--- src/rtl/eth_clk_pkg.sv ---
// rtl/eth_clk_pkg.sv - shared defaults and types for the divided-clock/reset generator
package eth_clk_pkg;
    localparam int DEF_MDC_DIV  = 50;
    localparam int DEF_DIV_W    = 8;
    localparam int DEF_RST_HOLD = 4;

    typedef logic [DEF_DIV_W-1:0] div_t;
endpackage

--- src/rtl/clk_div_ch.sv ---
// rtl/clk_div_ch.sv - one divided-clock channel: half-period counter, divisor registers, strobes, reset hold
module clk_div_ch #(
    parameter int DIV_W    = 8,
    parameter int DEF_DIV  = 50,
    parameter int RST_HOLD = 4
) (
    input  logic             clk,
    input  logic             rst_n,
    input  logic             run,
    input  logic [DIV_W-1:0] cfg,
    input  logic             load,
    input  logic             en,
    output logic             div_clk,
    output logic             div_rise,
    output logic             div_fall,
    output logic             div_rst
);
    localparam int HOLD_W = $clog2(RST_HOLD + 1);
    localparam logic [DIV_W-1:0] DEF_VAL = DIV_W'((DEF_DIV < 1) ? 1 : DEF_DIV);

    logic [DIV_W-1:0]  cnt_q, cnt_d, act_q, act_d, pend_q, pend_d;
    logic [DIV_W-1:0]  cfg_eff;
    logic [HOLD_W-1:0] hold_q, hold_d;
    logic              on_q, on_d, clk_q, clk_d, rise_q, rise_d, fall_q, fall_d, rst_q, rst_d;
    logic              boundary;

    always_comb begin
        cfg_eff  = (cfg == '0) ? DIV_W'(1) : cfg;
        boundary = (cnt_q == act_q - DIV_W'(1));
        cnt_d    = cnt_q;
        act_d    = act_q;
        pend_d   = pend_q;
        on_d     = on_q;
        clk_d    = clk_q;
        hold_d   = hold_q;
        rst_d    = rst_q;
        rise_d   = 1'b0;
        fall_d   = 1'b0;
        if (!run) begin
            cnt_d  = '0;
            clk_d  = 1'b0;
            on_d   = 1'b0;
            hold_d = '0;
            rst_d  = 1'b1;
        end else begin
            // A stopped channel has no phase to protect, so a load takes effect at once.
            if (load) begin
                pend_d = cfg_eff;
                if (!clk_q && !en) act_d = cfg_eff;
            end
            if (!on_q) begin
                if (en) begin
                    on_d  = 1'b1;
                    clk_d = 1'b1;
                    cnt_d = '0;
                end
            end else if (!clk_q && !en) begin
                on_d  = 1'b0;
                cnt_d = '0;
            end else if (boundary) begin
                cnt_d = '0;
                clk_d = ~clk_q;
                act_d = pend_q;
                if (clk_q && !en) on_d = 1'b0;
            end else begin
                cnt_d = cnt_q + DIV_W'(1);
            end
            rise_d = clk_d & ~clk_q;
            fall_d = ~clk_d & clk_q;
            if (rise_q && rst_q) begin
                if (hold_q == HOLD_W'(RST_HOLD - 1)) rst_d = 1'b0;
                else                                 hold_d = hold_q + HOLD_W'(1);
            end
        end
    end

    always_ff @(posedge clk or negedge rst_n) begin
        if (!rst_n) begin
            cnt_q  <= '0;
            act_q  <= DEF_VAL;
            pend_q <= DEF_VAL;
            hold_q <= '0;
            on_q   <= 1'b0;
            clk_q  <= 1'b0;
            rise_q <= 1'b0;
            fall_q <= 1'b0;
            rst_q  <= 1'b1;
        end else begin
            cnt_q  <= cnt_d;
            act_q  <= act_d;
            pend_q <= pend_d;
            hold_q <= hold_d;
            on_q   <= on_d;
            clk_q  <= clk_d;
            rise_q <= rise_d;
            fall_q <= fall_d;
            rst_q  <= rst_d;
        end
    end

    assign div_clk  = clk_q;
    assign div_rise = rise_q;
    assign div_fall = fall_q;
    assign div_rst  = rst_q;
endmodule

--- src/rtl/clk_div_rst_gen.sv ---
// rtl/clk_div_rst_gen.sv - reset release synchronizer and per-channel divided-clock generators
module clk_div_rst_gen
    import eth_clk_pkg::*;
#(
    parameter int NUM_CH   = 2,
    parameter int DIV_W    = DEF_DIV_W,
    parameter int DEF_DIV  = DEF_MDC_DIV,
    parameter int RST_HOLD = DEF_RST_HOLD
) (
    input  logic                    Clk,
    input  logic                    Rstn,
    input  logic [NUM_CH*DIV_W-1:0] Div_Cfg,
    input  logic [NUM_CH-1:0]       Div_Load,
    input  logic [NUM_CH-1:0]       Ch_En,
    output logic [NUM_CH-1:0]       Div_Clk,
    output logic [NUM_CH-1:0]       Div_Rise,
    output logic [NUM_CH-1:0]       Div_Fall,
    output logic [NUM_CH-1:0]       Div_Rst
);
    logic [1:0] sync_q, sync_d;

    always_comb sync_d = {sync_q[0], 1'b1};

    always_ff @(posedge Clk or negedge Rstn) begin
        if (!Rstn) sync_q <= '0;
        else       sync_q <= sync_d;
    end

    for (genvar g = 0; g < NUM_CH; g++) begin : g_ch
        clk_div_ch #(
            .DIV_W   (DIV_W),
            .DEF_DIV (DEF_DIV),
            .RST_HOLD(RST_HOLD)
        ) u_ch (
            .clk     (Clk),
            .rst_n   (Rstn),
            .run     (sync_q[1]),
            .cfg     (Div_Cfg[g*DIV_W +: DIV_W]),
            .load    (Div_Load[g]),
            .en      (Ch_En[g]),
            .div_clk (Div_Clk[g]),
            .div_rise(Div_Rise[g]),
            .div_fall(Div_Fall[g]),
            .div_rst (Div_Rst[g])
        );
    end
endmodule

--- config.mk ---
export PLATFORM = sky130hd
export DESIGN_NAME = clk_div_rst_gen
export DESIGN_NICKNAME = d
export VERILOG_FILES = /design/src/rtl/eth_clk_pkg.sv /design/src/rtl/clk_div_ch.sv /design/src/rtl/clk_div_rst_gen.sv
export SDC_FILE = /design/constraint.sdc
export NUM_CORES = 1
export LEC_CHECK = 0
export CAP_MARGIN = 10
export CORE_ASPECT_RATIO = 2
export CORE_MARGIN = 3
export CORE_UTILIZATION = 40
export DETAILED_ROUTE_END_ITERATION = 12
export PLACE_DENSITY = 0.63
export SYNTH_ARGS = -nofsm -noshare
export SYNTH_HDL_FRONTEND = slang
export SYNTH_HIERARCHICAL = 1
export SYNTH_SLANG_ARGS = --single-unit
--- constraint.sdc ---
create_clock -name Clk -period 5.7 [get_ports Clk]
set_input_delay 0.57 -clock Clk [delete_from_list [all_inputs] [get_ports Clk]]
set_output_delay 0.57 -clock Clk [all_outputs]
set_load 0.005 [all_outputs]
# Word level (Yosys, flattened, before mapping)
# Index checks and enable logic that the tools add are counted.
[totals] in_bits=22 reg_bits=66 wordCells=125 output_inout_bits=8
[classes] n_addsub=6 n_bitwise=8 n_reduce_logical=18 mux=62 n_eq_ne=12
[ops] operator="2-to-1 mux 8 bit" n=22
[ops] operator="2-to-1 mux 1 bit" n=34
[ops] operator="2-to-1 mux 3 bit" n=6
[ops] operator="adder 8 x 1 -> 8 bit, second input constant" n=2
[ops] operator="equality test 8 bit" n=2
[ops] operator="logical NOT 8 bit" n=2
[ops] operator="subtractor 8 x 1 -> 8 bit, second input constant" n=2
[ops] operator="AND reduction 2 bit" n=6
[ops] operator="inequality test 2 x 1 -> 1 bit, second input constant" n=4
[ops] operator="adder 3 x 1 -> 3 bit, second input constant" n=2
[ops] operator="equality test 3 x 2 -> 1 bit, second input constant" n=2
[ops] operator="logical AND 1 bit" n=6
[ops] operator="inequality test 3 x 2 -> 1 bit, second input constant" n=2
[ops] operator="bitwise AND 1 bit" n=4
[ops] operator="logical NOT 1 bit" n=4
[ops] operator="inequality test 2 bit, second input constant" n=2
[ops] operator="inverter 1 bit" n=4

# Logic depth before layout (Yosys ltp)
# Gate-level depths: netlist (run 1).
[logic_depth] depth_word=9 mapped_depth=9 ltp_nobuf=8

# Hierarchy
# The synthesis (run 1) kept the hierarchy.
[modules_own_cells] mod="clk_div_ch at g_ch[1].u_ch" cells_per_inst=192 instances=1 seq_area_each_um2=809.5 area_each_um2=1864.3
[modules_own_cells] mod="clk_div_ch at g_ch[0].u_ch" cells_per_inst=169 instances=1 seq_area_each_um2=809.5 area_each_um2=1789.2
[modules_own_cells] mod="clk_div_rst_gen" cells_per_inst=3 instances=1 seq_area_each_um2=50.0 area_each_um2=53.8

# Least setup slack after synthesis (run 1)
# OpenSTA, ideal clock, no wires.
[synth_path] path_type="flip-flop to flip-flop" from="register g_ch[1].u_ch.act_q[0]" to="register g_ch[1].u_ch.act_q[0]" arrival_ns=2.373 setup_ns=0.126 n_path_buf=1 period_less_slack_ns=2.499 required_ns=5.574 slack_ns=3.201 stages_incl_launch_ff=9 cell_sequence="dfrtp_1 > inv_1 > ha_1 > or3b_4 > or4_1 > a32oi_2 > o2111ai_2 > buf_6 > o311a_1"
[synth_via] elab_chain_len=5 word_cells_on_any_way=7 classes_between="add/sub: 1; eq/ne: 1; mux: 5"
[synth_lines] element="from (decl)" line_no="clk_div_ch.sv:21" text="logic [DIV_W-1:0] cnt_q, cnt_d, act_q, act_d, pend_q, pend_d;"
[synth_lines] element="from (signal assigned)" line_no="clk_div_ch.sv:90" text="act_q <= act_d;"
[synth_lines] element="subtractor 8 x 1 -> 8 bit or 2-to-1 mux 8 bit (tied branches)" line_no="clk_div_ch.sv:29, clk_div_ch.sv:49"
[synth_lines] element="equality test 8 bit or 2-to-1 mux 8 bit (tied branches)" line_no="clk_div_ch.sv:29, clk_div_ch.sv:47"
[synth_lines] element="2-to-1 mux 8 bit" line_no="clk_div_ch.sv:60" text="end else if (boundary) begin"
[synth_lines] element="2-to-1 mux 8 bit" line_no="clk_div_ch.sv:57" text="end else if (!clk_q && !en) begin"
[synth_lines] element="2-to-1 mux 8 bit (*)" line_no="clk_div_ch.sv:51" text="if (!on_q) begin"
# Mark *: on every way between the ends. The rest lies on a longest branch, timed or not.
# A chain may end at the register's enable or synchronous reset.

# Worst setup path in the final report (run 1)
[layout_path] from="register g_ch[1].u_ch.act_q[0]" to="register g_ch[1].u_ch.cnt_q[4]"
[layout_via] elab_chain_len=6
[layout_lines] element="subtractor 8 x 1 -> 8 bit" line_no="clk_div_ch.sv:29" text="boundary = (cnt_q == act_q - DIV_W'(1));"
[layout_lines] element="equality test 8 bit" line_no="clk_div_ch.sv:29"
[layout_lines] element="2-to-1 mux 8 bit" line_no="clk_div_ch.sv:60"
[layout_lines] element="2-to-1 mux 8 bit" line_no="clk_div_ch.sv:57"
[layout_lines] element="2-to-1 mux 8 bit" line_no="clk_div_ch.sv:51"
[layout_lines] element="2-to-1 mux 8 bit" line_no="clk_div_ch.sv:39" text="if (!run) begin"
[layout_lines] element="to (signal assigned)" line_no="clk_div_ch.sv:89" text="cnt_q <= cnt_d;"
[layout_lines] element="to (decl)" line_no="clk_div_ch.sv:21"
# Every way passes these cells.

==> flow_summary.yaml, run 1 <==
layout:
  final_nets: 420
  seq_area_um2: 1670
  multi_input_area_um2: 1890
  fin_cells: 497
  num_antenna_cells: 0
  final_common_cell: "dfrtp_1"
  drive_above_1_share: 0.159
  syn_to_final_growth_pct: 19.5
  postLayoutCellArea_um2: 4430
  n_fill_cell: 829
  final_cell_mix: "dfrtp_1 (52), nand2_1 (31), clkdlybuf4s50_1 (28), nor3_1 (26), nor2_1 (17)"
route:
  wl_met1_um: 2970
  drc_errors: 0
  firstDrtPassIters: 4
  vias: 2805
  via_per_inst: 5.64
  wl_per_cell_um: 16.0
  drt-total-wl_um: 7970
  ant_nets: 0
  drtIter0Drc: 165
  top_layer_used: "met4"
  dr_wl_met2_um: 4520
  wl_met3_um: 260
clock_tree:
  ctsHoldBuffers: 0
  clk_pin_slew_ns: 0.06
  ctsLongestPathBuffers: 2
  cts.sinks: 66
  cts-root-buf: "clkbuf_16"
  cts_resized: 0
  cts_tree: "done"
  postCtsSetupBuffers: 0
  h-tree-depth: 3
  numCtsBuffers: 9
  clkLatencyLatePin_ns: 0.33
timing:
  min_period_over_period: 0.501
  tightest_slew_ns: 0.990
  period_needed_ns: 2.85
  grt_setup_unrepaired: "no"
  hold_viol: 0
  setup_tns_ns: 0
  finalMaxSlewViolations: 0
  clock_skew_ns: 0.00413
  setup_viol: 0
  max_freq_ghz: 0.350
  relSlewSlack: 0.339
pwr:
  power.density_nw_per_um2: 336
  power.leakage_nw: 1.79
  ir_worst_vdd_mv: 0.227
synth:
  synthSimpleGateAreaFrac: 0.237
  synth_seq_cells: 66
  async_reset_ff_frac: 1.00
  synth_compound_area_frac: 0.141
  yosys.area_share.xor_xnor: 0.0496
  synthMuxAreaShare: 0.0533
  synthesis.nets: 394
  synth_top_family_by_area: "simple AND/OR/NAND/NOR gates"
  synthesis.area_um2: 3710
  synth_edf_count: 0
  synth_warnings: 6
  synthAdderAreaFrac: 0.0270
  ys_dominant_reg_cell: "dfrtp_1"
  yosysUniqueCellTypes: 63
  ys_seq_area_frac: 0.450
  synth_cells: 364
  avgSynthCellArea_um2: 10.2
global_routing:
  grt_remaining_overflow: 0
  grt_pass1_vias: 2834
  grt_usage: 0.167
  grt_pass1_wl_um: 13400
  grt_max_degree: 67
  antenna_found_initial: 0
worst_hold_path:
  holdPathStages: 0
  hold_class: "reg2reg"
worst_setup_path:
  arrival_ns: 3.07
  endpoint_kind: "register"
  cp_max_fo: 11
  critPathLaunchType: "register"
  reg2reg_depth: 8
  worstSetupPathType: "reg2reg"
  cp.required_ns: 5.91
flow_run:
  drv_cap: 0
floorplan:
  start_util: 0.411
  core_um2: 9010
  rows: 49
  pin_count: 30
  fp.dieArea_um2: 10500
  die_h_um: 142
  fp.dieW_um: 74.1
placed_design:
  postPlaceCellArea_um2: 4040
  portBuffers: 29
  post-dp-hpwl_um: 5770
  gp_routability_congestion: 0.853
  dp_cells: 481
outcome:
  status: "finished clean"
[state kept, by name, summed over array words and instances, names as in the netlist]
register,cells
g_ch.u_ch/div_clk,2
g_ch.u_ch/act_q,16
g_ch.u_ch/div_rst,2
g_ch.u_ch/div_rise,2
g_ch.u_ch/on_q,2
g_ch.u_ch/hold_q,6
g_ch.u_ch/cnt_q,16
g_ch.u_ch/pend_q,16
g_ch.u_ch/div_fall,2
sync_q,2
[metrics by stage]
| stage | total power [W] | hold slack [ns] | worst slack, ns | utilization |
|---|---|---|---|---|
| global route | 0.00155 | 0.365 | 2.65 | 0.491 |
| detailed placement | 0.000776 | 0.335 | 2.85 | 0.448 |
| finish | 0.00149 | 0.346 | 2.85 | 0.491 |
| floorplan | 0.000709 | 0.274 | 3.20 | - |
| global placement | 0.000767 | 0.333 | 2.92 | 0.448 |
| CTS | 0.00150 | 0.347 | 2.84 | 0.491 |
[where the power goes]
group          internal, W  switching [W]  leakage (nW)  total (W)
logic            0.0000972      0.0000967         0.792   0.000194
registers         0.000522      0.0000502         0.821   0.000572
clock network     0.000515       0.000206         0.182   0.000721
[worst max-delay path: stages (launching register included)]
cell     delay [ns]
dfrtp_1        0.43
inv_1          0.08
ha_1           0.21
or3b_4         0.40
or4_1          0.49
a32oi_2        0.22
o211a_1        0.39
nor2_1         0.17
a221o_1        0.34
[cell type report]
class / count / share of cell area
repair buffers: 31 / 0.0678
inverters: 15 / 0.0127
clock buffers: 9 / 0.0508
well taps: 102 / 0.0288
multi-input cells: 267 / 0.426
flip-flops and latches: 66 / 0.377
clock inverters: 7 / 0.0373
[final timing paths]
kind                                             from                endpoint  slack, ns
worst max-delay path            g_ch[1].u_ch/act_q[0]   g_ch[1].u_ch/cnt_q[4]       2.85
worst min-delay path                        sync_q[0]               sync_q[1]       0.35
worst max register to register  g_ch[1].u_ch/act_q[0]   g_ch[1].u_ch/cnt_q[4]       2.85
worst min register to register              sync_q[0]               sync_q[1]       0.35
max in group asynchronous                        Rstn   g_ch[0].u_ch/act_q[2]       4.73
min in group asynchronous                        Rstn  g_ch[1].u_ch/hold_q[2]       0.42
[logic make-up after synthesis]
family,count (synthesis)
AOI/OAI and AO/OA,64
xor gates and xnor gates,21
and+or+nand+nor,155
muxes,18
other,1
DFF,66
adders and majority gates,8
buffers and inverters,31
[cell usage after synthesis (2+ instances only)]
master / count / area [µm²]
a211oi_1: 3 / 22.5
a21oi_1: 5 / 25.0
a221o_1: 3 / 30.0
a221oi_1: 2 / 17.5
a22o_1: 3 / 26.3
a31oi_1: 7 / 43.8
and2_1: 3 / 18.8
and3_1: 3 / 18.8
buf_2: 2 / 10.0
buf_6: 4 / 45.0
clkbuf_1: 8 / 30.0
dfrtp_1: 52 / 1300
dfstp_2: 14 / 368
ha_1: 8 / 100
inv_1: 15 / 56.3
mux2_2: 14 / 158
mux2i_1: 4 / 40.0
nand2_1: 31 / 116
nand2b_1: 10 / 62.6
nand3_1: 13 / 65.1
nand3b_1: 10 / 75.1
nand4_1: 3 / 18.8
nor2_1: 17 / 63.8
nor2b_1: 7 / 43.8
nor3_1: 26 / 130
nor3b_1: 11 / 82.6
nor4_1: 4 / 25.0
nor4_2: 2 / 25.0
o21ai_0: 11 / 55.1
o21ai_1: 2 / 10.0
o221a_1: 8 / 90.1
o22ai_1: 3 / 18.8
o31ai_1: 3 / 22.5
or2_2: 4 / 25.0
or4_1: 2 / 15.0
xnor2_1: 11 / 96.3
xor2_1: 10 / 87.6
[routing by layer]
metal,track usage,vias up
li1,-,1377
met1,0.172,1360
met2,0.304,53
met3,0.0396,15
met4,0.0793,0
met5,0,-
No activity file was read; power rests on OpenSTA's default activity.
==> run 2: changes to the inputs <==
--- a/config.mk
+++ b/config.mk
@@ -10,7 +10,7 @@
 export CORE_MARGIN = 3
 export CORE_UTILIZATION = 40
 export DETAILED_ROUTE_END_ITERATION = 12
-export PLACE_DENSITY = 0.63
+export PLACE_DENSITY = 0.66
 export SYNTH_ARGS = -nofsm -noshare
 export SYNTH_HDL_FRONTEND = slang
 export SYNTH_HIERARCHICAL = 1
==> constraint.sdc (replaced) <==
create_clock -name Clk -period 2.3 [get_ports Clk]
set_input_delay 0.23 -clock Clk [delete_from_list [all_inputs] [get_ports Clk]]
set_output_delay 0.23 -clock Clk [all_outputs]
set_load 0.005 [all_outputs]
==> run 2 against run 1 <==
Effect of this change:
- the run now ends with negative setup slack left
- clock-buffer cell count grew 5
- final area grew 7.8%
- fmax grew 14%
- non-clock buffer count grew 36
- clock power grew 94%
==> flow_summary.yaml, run 2 (synthesized netlist as in run 1, its figures left out) <==
worst_setup_path:
  worstSetupPathType: "reg2reg"
  cp_max_fo: 3
  arrival_ns: 2.70
  crit_slowest_cell: "or4_4"
  slowest_delay_ns: 0.50
  crit_chain: "inv_1, ha_2, or3b_4, or4_4, a32oi_4, o211a_1, buf_4, nor4b_2, a221o_1"
  endpoint_kind: "register"
  cp.required_ns: 2.50
  critPathLaunchType: "register"
pwr:
  seq_power_share: 0.404
  power.share.combinational: 0.191
  power.leakage_nw: 1.99
  power.density_nw_per_um2: 724
  clkPwrFrac: 0.406
  ir_worst_vdd_mv: 0.490
  internal-power_w: 0.00256
  swShare: 0.259
  fin_total_pwr_w: 0.00346
  switchingPower_w: 0.000893
clock_tree:
  ctsLongestPathBuffers: 2
  cts-root-buf: "clkbuf_16"
  cts.sinks: 66
  numCtsBuffers: 9
  h-tree-depth: 3
  cts_tree: "done"
  clk_pin_slew_ns: 0.05
  clkLatencyLatePin_ns: 0.33
timing:
  setup_slack_ns: -0.194
  max_freq_ghz: 0.401
  finalMaxSlewViolations: 0
  hold_viol: 0
  period_needed_ns: 2.49
  min_period_over_period: 1.08
  grt_setup_unrepaired: "yes"
  clock_skew_ns: 0.00492
  hold_ws_ns: 0.352
  setup_viol: 19
route:
  firstDrtPassIters: 4
  wl_per_cell_um: 16.4
  via_per_inst: 5.76
  drt-total-wl_um: 8770
  vias: 3071
  ant_nets: 0
  drtIter0Drc: 157
  drc_errors: 0
global_routing:
  grt_pass1_vias: 3108
  antenna_found_initial: 0
  grt_remaining_overflow: 0
  grt_pass1_wl_um: 14700
  grt_usage: 0.180
  grt_max_degree: 67
placed_design:
  postPlaceCellArea_um2: 4270
  gp_routability_congestion: 0.868
  portBuffers: 29
  place_ws_ns: -0.195
  post-dp-hpwl_um: 6240
layout:
  drive_above_1_share: 0.265
  top_regs: "g_ch.u_ch/act_q x16, g_ch.u_ch/cnt_q x16, g_ch.u_ch/pend_q x16"
  final_common_cell: "dfrtp_1"
  postLayoutCellArea_um2: 4780
  syn_to_final_growth_pct: 28.8
  num_antenna_cells: 0
  n_fill_cell: 801
  final_cell_mix: "dfrtp_1 (52), buf_4 (32), nand2_1 (31), clkdlybuf4s50_1 (28), nor3_1 (22)"
  final_nets: 456
flow_run:
  drv_cap: 0
floorplan:
  start_util: 0.411
  core_um2: 9010
  die_h_um: 142
  pin_count: 30
  fp.dieW_um: 74.1
  fp.dieArea_um2: 10500
  rows: 49
outcome:
  violations: "negative setup slack"
  status: "finished with violations"
worst_hold_path:
  hold_class: "reg2reg"
## run 2: cell type report
class / instances / area [µm²] / area share
multi-input combinational: 267 / 2000 / 0.420
sequential: 66 / 1670 / 0.349
timing repair buffer: 67 / 609 / 0.128
tap: 102 / 128 / 0.0267
clock inverter: 2 / 35.0 / 0.00734
inverter: 15 / 56.3 / 0.0118
clock buffer: 14 / 274 / 0.0574
## run 2: path summary, 6_finish.rpt
path | start | endpoint | slack, ns | cells past startpoint
min in group asynchronous | Rstn | g_ch[1].u_ch/hold_q[1] | 0.47 | 3
max in group asynchronous | Rstn | g_ch[0].u_ch/act_q[1] | 1.50 | 3
worst min-delay path | sync_q[0] | sync_q[1] | 0.35 | 0
worst max-delay path | g_ch[1].u_ch/act_q[0] | g_ch[1].u_ch/cnt_q[5] | -0.19 | 9
worst min register to register | sync_q[0] | sync_q[1] | 0.35 | 0
worst max register to register | g_ch[1].u_ch/act_q[0] | g_ch[1].u_ch/cnt_q[5] | -0.19 | 9
## run 2: timing repair
action	4_1_cts	5_1_grt
cloned	1	0
hold buffers	1	0
endpoints found under the setup margin	27	33
setup buffers	3	3
pin swaps	10	5
gates resized for setup	16	8
endpoints found under the hold margin	52	0
## run 2: stage by stage
| step | TNS [ns] | instances | utilization |
|---|---|---|---|
| final | -2.23 | 533 | 0.530 |
| after global routing | -4.14 | 533 | 0.530 |
| after CTS | -2.50 | 530 | 0.522 |
| after detailed placement | -2.01 | 509 | 0.474 |
| after global placement | -1.13 | 509 | 0.474 |
| after floorplan | -1.06 | 364 | - |
## run 2: critical path: cells and delay by family (launching register included)
kind,cells,cell delay (ns)
DFF,1,0.37
buffers and inverters,2,0.20
adders and majority gates,1,0.16
and+or+nand+nor,3,0.92
AOI/OAI and AO/OA,3,0.72
## run 2: power groups by stage
| stage | combinational [W] | sequential, W | clock, W |
|---|---|---|---|
| after floorplan | 0.000375 | 0.00138 | 0 |
| after global placement | 0.000571 | 0.00140 | 0 |
| after detailed placement | 0.000589 | 0.00141 | 0 |
| after CTS | 0.000620 | 0.00139 | 0.00144 |
| after global routing | 0.000728 | 0.00141 | 0.00148 |
| final | 0.000659 | 0.00140 | 0.00140 |
## run 2: per-layer routing
layer  share of wire  global-route usage
met1            0.36               0.181
met5               0                   0
met3           0.029              0.0347
met2            0.57               0.331
met4           0.033               0.101
==> run 3: changes to the inputs <==
--- a/config.mk
+++ b/config.mk
@@ -7,7 +7,7 @@
 export LEC_CHECK = 0
 export CAP_MARGIN = 10
 export CORE_ASPECT_RATIO = 2
-export CORE_MARGIN = 3
+export CORE_MARGIN = 2
 export CORE_UTILIZATION = 40
 export DETAILED_ROUTE_END_ITERATION = 12
 export PLACE_DENSITY = 0.66
==> run 3 against run 2 <==
Effect of this change:
- the run still ends with negative setup slack left
- critical path depth shrank 1
- worst setup slack worse by 0.0020 ns
- worst hold slack got worse by 0.0054 ns
- clock skew increased by 0.0044 ns
- routed wire length is 2.2% lower
- cell count is the same
- highest routed layer unchanged
==> flow_summary.yaml, run 3 (synthesized netlist as in run 1, its figures left out) <==
outcome:
  status: "finished with violations"
  violations: "negative setup slack"
clock_tree:
  cts.sinks: 66
  numCtsBuffers: 9
  clk_pin_slew_ns: 0.06
  cts-root-buf: "clkbuf_16"
  clkLatencyLatePin_ns: 0.34
  h-tree-depth: 3
  cts_tree: "done"
  ctsLongestPathBuffers: 2
pwr:
  fin_total_pwr_w: 0.00352
  power.leakage_nw: 1.99
  power.density_nw_per_um2: 739
  ir_worst_vdd_mv: 0.476
flow_run:
  drv_cap: 0
worst_setup_path:
  critPathBufInv: 2
  crit_start: "g_ch[1].u_ch/act_q[0]"
  endpoint: "g_ch[1].u_ch/act_q[0]"
  cp_num_cells: 8
  crit_chain: "inv_1, ha_2, or3b_4, or4_4, a32oi_4, o2111ai_2, buf_6, o311a_1"
  slowest_delay_ns: 0.50
  arrival_ns: 2.72
  worstSetupPathType: "reg2reg"
  r2r-start: "g_ch[1].u_ch/act_q[0]"
  critPathLaunchType: "register"
  crit_slowest_cell: "or4_4"
  cp.required_ns: 2.52
  endpoint_kind: "register"
  cp_max_fo: 8
  reg2reg_to: "g_ch[1].u_ch/act_q[0]"
  r2r_slack_ns: -0.20
  cp_top_family: "simple AND/OR/NAND/NOR gates"
  reg2reg_depth: 8
timing:
  max_freq_ghz: 0.401
  hold_viol: 0
  clock_skew_ns: 0.00936
  setup_slack_ns: -0.196
  hold_ws_ns: 0.347
  grt_setup_unrepaired: "yes"
  min_period_over_period: 1.09
  tightest_slew_ns: 0.557
  setup_viol: 20
  period_needed_ns: 2.50
  relSlewSlack: 0.629
  finalMaxSlewViolations: 0
  setup_tns_ns: -2.61
route:
  drtIter0Drc: 141
  drt-total-wl_um: 8570
  drc_errors: 0
  firstDrtPassIters: 4
  ant_nets: 0
  wl_per_cell_um: 16.1
  vias: 2983
  via_per_inst: 5.60
layout:
  final_common_cell: "dfrtp_1"
  top_regs: "g_ch.u_ch/act_q x16, g_ch.u_ch/cnt_q x16, g_ch.u_ch/pend_q x16"
  final_cell_mix: "dfrtp_1 (52), buf_4 (33), nand2_1 (31), clkdlybuf4s50_1 (28), nor3_1 (22)"
  num_antenna_cells: 0
  syn_to_final_growth_pct: 28.7
  postLayoutCellArea_um2: 4770
  final_nets: 456
  drive_above_1_share: 0.262
  utilization: 0.529
floorplan:
  start_util: 0.411
  fp.dieArea_um2: 10100
  pin_count: 30
  core_um2: 9010
  die_h_um: 140
  rows: 49
  fp.dieW_um: 72.1
global_routing:
  grt_usage: 0.183
  grt_pass1_vias: 3170
  grt_max_degree: 45
  antenna_found_initial: 0
  grt_pass1_wl_um: 14500
  grt_remaining_overflow: 0
placed_design:
  post-dp-hpwl_um: 6120
  portBuffers: 29
  gp_routability_congestion: 0.798
  postPlaceCellArea_um2: 4310
worst_hold_path:
  hold_class: "reg2reg"
  holdPathStages: 0
==> run 3: layout make-up <==
class,count,area (µm²)
Fill cell,803,4240
Multi-Input combinational cell,267,1990
Sequential cell,66,1670
Timing Repair Buffer,67,606
Clock buffer,11,243
Tap cell,102,128
Clock inverter,5,77.6
Inverter,15,56.3
==> run 3: worst min-delay path by stage <==
stage               slack [ns]                endpoint       from
floorplan                -0.07   g_ch[0].u_ch/act_q[0]       Rstn
global placement          0.25  g_ch[1].u_ch/hold_q[1]       Rstn
detailed placement        0.25   g_ch[1].u_ch/div_rise       Rstn
CTS                       0.35               sync_q[1]  sync_q[0]
global route              0.35               sync_q[1]  sync_q[0]
finish                    0.35               sync_q[1]  sync_q[0]
==> run 3: power by group <==
part           internal (W)  switching (W)
clock network      0.000974       0.000510
logic              0.000337       0.000305
registers           0.00129       0.000104
==> run 3: per-stage QoR <==
| step | setup slack [ns] | instances |
|---|---|---|
| after global placement | -0.159 | 512 |
| final | -0.196 | 533 |
| after global routing | -0.263 | 533 |
| after detailed placement | -0.199 | 512 |
| after floorplan | -0.153 | 364 |
| after CTS | -0.209 | 532 |
==> run 3: repair_timing <==
| item | in CTS | in global routing |
|---|---|---|
| setup buffers | 2 | 1 |
| pin swaps | 9 | 9 |
| gates cloned | 1 | 0 |
| hold endpoints to repair | 16 | 0 |
| hold buffers | 1 | 0 |
| setup endpoints to repair | 36 | 31 |
| resized for setup | 11 | 10 |
==> run 3: layer usage <==
layer  vias up  routed length [µm]  GRT usage
li1       1451                   -          -
met1      1449                3220      0.184
met2        62                4860      0.332
met3        21                 255     0.0360
met4         0                 239      0.110
met5         -                   0          0
